===== src/rtl/lsu_split_access.sv =====
`default_nettype none
// ============================================================================
// Module      : lsu_split_access
// Description : Registered, handshaked load/store engine. Each core access is
//               issued as one or two aligned bus beats and loads are merged.
// Revision    : 1.0 - initial release
// ============================================================================
module lsu_split_access #(
    parameter int DATA_W           = 32,
    parameter int ADDR_W           = 32,
    parameter int ALLOW_MISALIGNED = 1,
    parameter int TIMEOUT          = 0
) (
    input  logic                clk,
    input  logic                reset,
    input  logic                req_valid,
    output logic                req_ready,
    input  logic                req_we,
    input  logic [2:0]          req_funct3,
    input  logic [ADDR_W-1:0]   req_addr,
    input  logic [DATA_W-1:0]   req_wdata,
    output logic                resp_valid,
    output logic [DATA_W-1:0]   resp_rdata,
    output logic                resp_err,
    output logic                busValid,
    input  logic                busReady,
    output logic                busWe,
    output logic [ADDR_W-1:0]   busAddr,
    output logic [DATA_W-1:0]   busWData,
    output logic [DATA_W/8-1:0] Byte_Enable,
    input  logic [DATA_W-1:0]   busRData
);

    localparam int c_bytes  = DATA_W / 8;
    localparam int c_offs_w = $clog2(c_bytes);
    localparam int c_cnt_w  = (TIMEOUT > 1) ? $clog2(TIMEOUT) : 1;
    localparam logic [c_cnt_w-1:0] c_cnt_last = c_cnt_w'((TIMEOUT > 0) ? TIMEOUT - 1 : 0);

    typedef enum logic [1:0] {
        ST_IDLE  = 2'd0,
        ST_BEAT0 = 2'd1,
        ST_BEAT1 = 2'd2,
        ST_RESP  = 2'd3
    } state_t;

    state_t                r_state, w_state_n;
    logic                  r_we, w_we_n;
    logic [2:0]            r_funct3, w_funct3_n;
    logic [c_offs_w-1:0]   r_off, w_off_n;
    logic                  r_cross, w_cross_n;
    logic [c_bytes-1:0]    r_be_hi, w_be_hi_n;
    logic [DATA_W-1:0]     r_wd_hi, w_wd_hi_n;
    logic [DATA_W-1:0]     r_lo, w_lo_n;
    logic [c_cnt_w-1:0]    r_cnt, w_cnt_n;
    logic                  r_bus_valid, w_bus_valid_n;
    logic                  r_bus_we, w_bus_we_n;
    logic [ADDR_W-1:0]     r_bus_addr, w_bus_addr_n;
    logic [DATA_W-1:0]     r_bus_wdata, w_bus_wdata_n;
    logic [c_bytes-1:0]    r_bus_be, w_bus_be_n;
    logic                  r_resp_valid, w_resp_valid_n;
    logic                  r_resp_err, w_resp_err_n;
    logic [DATA_W-1:0]     r_resp_rdata, w_resp_rdata_n;

    // Request decode: lane masks and shifted store data for both beats
    logic [3:0]            w_size;
    logic [c_offs_w-1:0]   w_off;
    logic                  w_cross;
    logic                  w_legal;
    logic [2*c_bytes-1:0]  w_mask;
    logic [2*c_bytes-1:0]  w_be_sh;
    logic [2*DATA_W-1:0]   w_wd_sh;

    always_comb begin
        w_size  = 4'd1 << req_funct3[1:0];
        w_off   = req_addr[c_offs_w-1:0];
        w_cross = (int'(w_off) + int'(w_size)) > c_bytes;
        for (int i = 0; i < 2 * c_bytes; i++) begin
            w_mask[i] = (i < int'(w_size));
        end
        w_be_sh = w_mask << w_off;
        w_wd_sh = {{DATA_W{1'b0}}, req_wdata} << {w_off, 3'b000};
        case (req_funct3)
            3'd0, 3'd1, 3'd2: w_legal = 1'b1;
            3'd3:             w_legal = (DATA_W == 64);
            3'd4, 3'd5:       w_legal = !req_we;
            3'd6:             w_legal = !req_we && (DATA_W == 64);
            default:          w_legal = 1'b0;
        endcase
    end

    // Load merge; the live beat's read data is folded in on its completing edge
    logic [DATA_W-1:0]     w_lo;
    logic [DATA_W-1:0]     w_hi;
    logic [DATA_W-1:0]     w_raw;
    logic [DATA_W-1:0]     w_keep;
    logic                  w_sign;
    logic [DATA_W-1:0]     w_ext;
    logic                  w_timeout;

    always_comb begin
        w_lo  = (r_state == ST_BEAT0) ? busRData : r_lo;
        w_hi  = (r_state == ST_BEAT1) ? busRData : '0;
        w_raw = DATA_W'({w_hi, w_lo} >> {r_off, 3'b000});
        for (int i = 0; i < DATA_W; i++) begin
            w_keep[i] = (i < 8 * (1 << r_funct3[1:0]));
        end
        case (r_funct3[1:0])
            2'd0:    w_sign = w_raw[7];
            2'd1:    w_sign = w_raw[15];
            2'd2:    w_sign = w_raw[31];
            default: w_sign = w_raw[DATA_W-1];
        endcase
        w_ext     = (w_raw & w_keep) | ((w_sign && !r_funct3[2]) ? ~w_keep : '0);
        w_timeout = (TIMEOUT > 0) && !busReady && (r_cnt == c_cnt_last);
    end

    always_comb begin
        w_state_n      = r_state;
        w_we_n         = r_we;
        w_funct3_n     = r_funct3;
        w_off_n        = r_off;
        w_cross_n      = r_cross;
        w_be_hi_n      = r_be_hi;
        w_wd_hi_n      = r_wd_hi;
        w_lo_n         = r_lo;
        w_cnt_n        = r_cnt;
        w_bus_valid_n  = r_bus_valid;
        w_bus_we_n     = r_bus_we;
        w_bus_addr_n   = r_bus_addr;
        w_bus_wdata_n  = r_bus_wdata;
        w_bus_be_n     = r_bus_be;
        w_resp_valid_n = 1'b0;
        w_resp_err_n   = 1'b0;
        w_resp_rdata_n = '0;
        case (r_state)
            ST_IDLE: begin
                if (req_valid) begin
                    w_we_n     = req_we;
                    w_funct3_n = req_funct3;
                    w_off_n    = w_off;
                    w_cross_n  = w_cross;
                    w_be_hi_n  = w_be_sh[2*c_bytes-1:c_bytes];
                    w_wd_hi_n  = w_wd_sh[2*DATA_W-1:DATA_W];
                    if (!w_legal || (w_cross && (ALLOW_MISALIGNED == 0))) begin
                        w_state_n      = ST_RESP;
                        w_resp_valid_n = 1'b1;
                        w_resp_err_n   = 1'b1;
                    end else begin
                        w_state_n     = ST_BEAT0;
                        w_cnt_n       = '0;
                        w_bus_valid_n = 1'b1;
                        w_bus_we_n    = req_we;
                        w_bus_addr_n  = {req_addr[ADDR_W-1:c_offs_w], {c_offs_w{1'b0}}};
                        w_bus_be_n    = w_be_sh[c_bytes-1:0];
                        w_bus_wdata_n = w_wd_sh[DATA_W-1:0];
                    end
                end
            end
            ST_BEAT0, ST_BEAT1: begin
                if (busReady && (r_state == ST_BEAT0) && r_cross) begin
                    w_state_n     = ST_BEAT1;
                    w_lo_n        = busRData;
                    w_cnt_n       = '0;
                    w_bus_addr_n  = r_bus_addr + ADDR_W'(c_bytes);
                    w_bus_be_n    = r_be_hi;
                    w_bus_wdata_n = r_wd_hi;
                end else if (busReady || w_timeout) begin
                    w_state_n      = ST_RESP;
                    w_bus_valid_n  = 1'b0;
                    w_bus_we_n     = 1'b0;
                    w_bus_addr_n   = '0;
                    w_bus_be_n     = '0;
                    w_bus_wdata_n  = '0;
                    w_resp_valid_n = 1'b1;
                    w_resp_err_n   = !busReady;
                    w_resp_rdata_n = (busReady && !r_we) ? w_ext : '0;
                end else begin
                    w_cnt_n = r_cnt + 1'b1;
                end
            end
            default: begin
                w_state_n = ST_IDLE;
            end
        endcase
    end

    always_ff @(posedge clk) begin
        if (reset) begin
            r_state      <= ST_IDLE;
            r_we         <= 1'b0;
            r_funct3     <= '0;
            r_off        <= '0;
            r_cross      <= 1'b0;
            r_be_hi      <= '0;
            r_wd_hi      <= '0;
            r_lo         <= '0;
            r_cnt        <= '0;
            r_bus_valid  <= 1'b0;
            r_bus_we     <= 1'b0;
            r_bus_addr   <= '0;
            r_bus_wdata  <= '0;
            r_bus_be     <= '0;
            r_resp_valid <= 1'b0;
            r_resp_err   <= 1'b0;
            r_resp_rdata <= '0;
        end else begin
            r_state      <= w_state_n;
            r_we         <= w_we_n;
            r_funct3     <= w_funct3_n;
            r_off        <= w_off_n;
            r_cross      <= w_cross_n;
            r_be_hi      <= w_be_hi_n;
            r_wd_hi      <= w_wd_hi_n;
            r_lo         <= w_lo_n;
            r_cnt        <= w_cnt_n;
            r_bus_valid  <= w_bus_valid_n;
            r_bus_we     <= w_bus_we_n;
            r_bus_addr   <= w_bus_addr_n;
            r_bus_wdata  <= w_bus_wdata_n;
            r_bus_be     <= w_bus_be_n;
            r_resp_valid <= w_resp_valid_n;
            r_resp_err   <= w_resp_err_n;
            r_resp_rdata <= w_resp_rdata_n;
        end
    end

    assign req_ready   = (r_state == ST_IDLE);
    assign resp_valid  = r_resp_valid;
    assign resp_err    = r_resp_err;
    assign resp_rdata  = r_resp_rdata;
    assign busValid    = r_bus_valid;
    assign busWe       = r_bus_we;
    assign busAddr     = r_bus_addr;
    assign busWData    = r_bus_wdata;
    assign Byte_Enable = r_bus_be;

endmodule
`default_nettype wire


===== config.mk =====
export PLATFORM = sky130hd
export DESIGN_NAME = lsu_split_access
export DESIGN_NICKNAME = d
export VERILOG_FILES = /design/src/rtl/lsu_split_access.sv
export SDC_FILE = /design/constraint.sdc
export NUM_CORES = 1
export LEC_CHECK = 0
export ABC_AREA = 0
export CAP_MARGIN = 10
export CORE_ASPECT_RATIO = 1.2
export CORE_MARGIN = 2
export CORE_UTILIZATION = 54
export CTS_BUF_LIST = sky130_fd_sc_hd__clkbuf_16
export DETAILED_ROUTE_END_ITERATION = 7
export HOLD_SLACK_MARGIN = 0.06
export PLACE_DENSITY = 0.86
export SYNTH_ARGS = -nofsm -noshare
export SYNTH_HDL_FRONTEND = slang
export SYNTH_SLANG_ARGS = --single-unit

===== constraint.sdc =====
create_clock -name clk -period 7.89 [get_ports clk]
set_clock_uncertainty 0.1 [all_clocks]
set_input_delay 2.367 -clock clk [delete_from_list [all_inputs] [get_ports clk]]
set_output_delay 2.367 -clock clk [all_outputs]
set_load 0.005 [all_outputs]

Word level (Yosys, flattened, before mapping)
Cells that the tools add are included.
- register bits after elaboration: 181
- output and inout port bits: 105
- word-level logic and storage cells: 143
- add/sub/neg operators: 2
- order comparisons: 41
- equal/unequal tests: 12
- shift-type cells: 5
- mux-type cells: 40
- bitwise gates (word level): 6
- reductions and logical operators: 21
- operator list (kind ; count):
    $lt A6 B32 Y1 const A ; 16
    $mux W32 ; 10
    $lt A5 B32 Y1 const A ; 8
    $lt A4 B32 Y1 const A ; 4
    $pmux W32 S2 ; 2
    $lt A3 B32 Y1 const A ; 2
    $shl A32 B5 Y64 ; 1
    $shr A64 B5 Y32 ; 1
    $add A32 B3 Y32 const B ; 1
    $and A32 B32 Y32 ; 1
    $lt A1 B32 Y1 const A ; 1
    $lt A2 B32 Y1 const A ; 1
    $not A32 Y32 ; 1
    $or A32 B32 Y32 ; 1
    $shl A1 B2 Y29 const A ; 1
    $lt A3 B4 Y1 const A ; 4
    $mux W4 ; 4
    $mux W1 ; 12
    $pmux W1 S2 ; 6
    $lt A1 B4 Y1 const A ; 2
    $lt A2 B4 Y1 const A ; 2
    $mux W2 ; 4
    $pmux W4 S2 ; 1
    $shl A8 B2 Y8 ; 1
    other kinds (24) ; 40

Longest topological paths before layout
- depth after elaboration: 7
- mapped depth: 11
- mapped depth without buffers: 8

Least setup slack after synthesis
Ideal clock, no wire load.
- path kind: in2reg
- start: in req_funct3[1]
- end: reg r_bus_addr[26] (netlist: busAddr[26])
- library setup time: 0.115 ns
- data arrival time: 3.949 ns
- slack: 3.726 ns
- cell stages on the path: 8
- path through: clkbuf_1 > o21ai_0 > a21oi_1 > or2_2 > clkbuf_1 > clkbuf_1 > a21oi_1 > o21a_1
- longest elaborated chain between the ends: 5
- elaborated cells on any way between the ends: 10
- RTL lines (element ; line ; text):
    from (decl) ; 19 ; input logic [2:0] req_funct3,
    $eq A3 B1 Y1 (tied with other cells) ; 82 ; case (req_funct3)
    $reduce_or A3 Y1 / $reduce_or A2 Y1 (equally long branches) ; 82 ;
    $pmux W1 S2 * ; 82 ;
    $ne A2 B1 Y1 (no line) * ; -- ;
    $reduce_and A4 Y1 (no line) * ; -- ;
    to (signal assigned) ; 218 ; r_bus_addr <= w_bus_addr_n;
    to (decl) ; 57 ; logic [ADDR_W-1:0] r_bus_addr, w_bus_addr_n;
Every way passes the cells marked *; elsewhere a longest branch is shown, timed or not.
A chain may end at the register's enable or synchronous reset.

Final worst setup path
- start: in req_funct3[1]
- end: reg r_bus_wdata[4] (netlist: busWData[4])
- longest elaborated chain between the ends: 5
- elaborated cells on any way between the ends: 10
- RTL lines (element ; line ; text):
    $eq A3 B1 Y1 (tied with other cells) ; 82 ;
    $reduce_or A3 Y1 / $reduce_or A2 Y1 (equally long branches) ; 82 ;
    $pmux W1 S2 * ; 82 ;
    $ne A2 B1 Y1 (no line) * ; -- ;
    $reduce_and A4 Y1 (no line) * ; -- ;
    to (signal assigned) ; 219 ; r_bus_wdata <= w_bus_wdata_n;
    to (decl) ; 58 ; logic [DATA_W-1:0] r_bus_wdata, w_bus_wdata_n;
Marks and branches as above.

==> qor.yml <==
pwr:
  ir_worst_vdd_v: 0.0002750
  p_leak_nw: 3.930
  powerDensity_mw_per_mm2: 311.0
clock_network:
  cts.sinks: 171
  cts_max_level: 4
  clockBufferDepth: 2
  cts_resized: 0
  cts_tree: "yes"
  numCtsBuffers: 17
  cts-root-buf: "clkbuf_16"
  cts_setup_buffers: 0
  clk_pin_slew_ns: 0.07
  clk_latency_ns: 0.43
  holdBufCountCts: 0
yosys:
  ys_seq_area_frac: 0.3902
  synthAdderAreaFrac: 0.009984
  synthTopCellsByArea: "dfxtp_1 39%, a21oi_1 6.8%, nand2_1 6.1%"
  synthMuxAreaShare: 0.1121
  postSynthAreaPerCell_um2: 7.924
  synthSimpleGateAreaFrac: 0.2074
  synth_top_area_share: 0.3902
  yosysUniqueCellTypes: 59
  synth.largest_area_cell: "dfxtp_1"
  synth_area_mm2: 0.008772
  synth_xor_area_frac: 0.001997
  syn_inst: 1107
  synth_edf_count: 0
  synth_common_cells: "171 x dfxtp_1, 143 x nand2_1, 120 x a21oi_1"
  yosys_warnings: 0
  synth_top_family_by_area: "compound AO/OA/AOI/OAI gates"
  synth_most_common_cell: "dfxtp_1"
  synth-compound-area-share: 0.2266
  synthArstFlopShare: 0
  ys.flop_type: "dfxtp_1"
  ys_ff_latch: 171
final_layout:
  fin_nets: 1353
  design_area_mm2: 0.01136
  insertedDiodeCount: 0
  drive_gt1_frac: 0.07968
  syn2layout_area_growth_pct: 29.47
detailed_routing:
  dr.pass1.iters: 7
  drt_iter0_drc: 831
  routed_via_density: 6.208
  vias: 9107
  drt_wl_total_mm: 27.08
  routedWlPerCell_um: 18.46
  drc: 0
  drtAntennaViolNets: 0
grt:
  grt_pass1_wl_mm: 42.25
  antenna_found_initial: 1
  grt.overflow.total: 0
  grt.total_usage: 0.3055
  grt_pass1_vias: 8391
  grt_max_degree: 75
sta:
  slew_violations: 0
  slew_headroom: 0.1688
  worst_pin_slew_ns: 1.237
  period_minus_slack_ns: 4.838
  fmax_mhz: 206.7
  min_period_over_period: 0.6132
  rsz0062_at_grt: "false"
  setup_viol: 0
  hold_violations: 0
  setup_tns_ns: 0
worst_setup_path:
  cpPeakStageDelay_ns: 0.66
  cp_top_family: "buffers and inverters"
  cp_slowest_cell: "clkdlybuf4s50_1"
  startpoint_type: "input pin"
  cp.required_ns: 8.14
  worstSetupEndpointType: "register"
  worstPathCellList: "clkdlybuf4s50_1 > o21ai_0 > a21oi_1 > or2_2 > buf_4 > a221oi_1 > nor3_1"
  critPathKind: "input pin to register"
  arrival_ns: 5.08
  path_buf_inv: 2
  cp_max_fo: 48
placed_design:
  port_buffers: 206
  routabilityCongestion: 0.9539
  dpl_cell_area_mm2: 0.01079
  hpwlAfterDp_mm: 18.48
die:
  fp.dieW_um: 120.4
  chipHeight_um: 143.6
  start_util: 0.5455
  pin_count: 209
  dieArea_mm2: 0.01728
  rows: 51
  core-area_mm2: 0.01608
hold_path:
  hold_path.class: "register to register"
status:
  status: "finished clean"
flow_run:
  cap_viol_max_count: 0
[final timing paths]
check,slack (ns),from,cells after the start,endpoint
max,3.05,req_funct3[1],7,busWData[4]
min,0.35,r_lo[3],2,r_lo[3]
max reg2reg,4.30,r_state[1],7,resp_rdata[27]
min reg2reg,0.35,r_lo[3],2,r_lo[3]
[cell type report]
cell class	instances	area (µm²)
Inverter	14	52.55
Tap cell	212	265.3
Multi-Input combinational cell	822	4915
Clock inverter	15	140.1
Fill cell	1284	4723
Sequential cell	171	3425
Timing Repair Buffer	216	2135
Clock buffer	17	425.4
[sequential cells by signal, indices dropped and copies added, names as in the netlist, 2 cells and up]
register and cells:
r_lo 32, r_state 2, r_funct3 3, r_off 2, r_wd_hi 24, resp_rdata 32
r_be_hi 4, Byte_Enable 4, busWData 32, busAddr 30
[cell families (layout without fill, tap and decap cells)]
kind of cell / after synthesis / count (layout)
muxes: 92 / 92
buffers and inverters: 115 / 262
DFF: 171 / 171
xor gates and xnor gates: 2 / 2
AOI/OAI and AO/OA: 323 / 323
and+or+nand+nor: 396 / 396
other: 1 / 2
adders and majority gates: 7 / 7
[power breakdown]
part / internal [W] / switching (W)
Clock: 0.000439 / 0.000365
Combinational: 0.000664 / 0.000839
Sequential: 0.00105 / 0.000175
Total: 0.00215 / 0.00138
[metal layers]
| metal | wire [µm] | vias to the layer above | GRT usage |
|---|---|---|---|
| met5 | 12 | - | 0 |
| met4 | 1383 | 2 | 0.1561 |
| met3 | 2291 | 97 | 0.07817 |
| met2 | 12740 | 472 | 0.5024 |
| met1 | 10650 | 4261 | 0.3703 |
| li1 | - | 4275 | - |
[stage by stage]
stage	util	total power, W	hold WS (ns)	std cells	setup slack [ns]
final	0.7063	0.003532	0.3516	1467	3.052
after floorplan	-	0.002083	0.3318	1108	3.726
after global routing	0.7063	0.003728	0.3717	1467	2.826
after global placement	0.6711	0.002680	0.3371	1435	2.727
after CTS	0.7063	0.003514	0.3510	1467	3.093
after detailed placement	0.6711	0.002709	0.3420	1435	2.657
[worst reg2reg max path, stage by stage (launching register included)]
cell	delay, ns
dfxtp_1	0.35
inv_1	0.09
ha_2	0.90
mux2i_1	0.43
mux4_2	0.35
or4_1	0.26
a21boi_1	0.71
o21ai_0	0.23
[cell usage in the layout, fill, tap and decap left out, types with 13 or more instances in the layout]
cell	count
nor3_1	44
o21ai_0	85
mux2i_1	51
mux2_2	40
clkdlybuf4s50_1	205
a22oi_1	16
a211oi_1	19
nand2_1	143
clkbuf_16	17
a21oi_1	120
nand3_1	30
dfxtp_1	170
a221oi_1	35
nor2_1	108
nor2b_1	15
inv_1	13
Power figures use the tool's default switching activity.
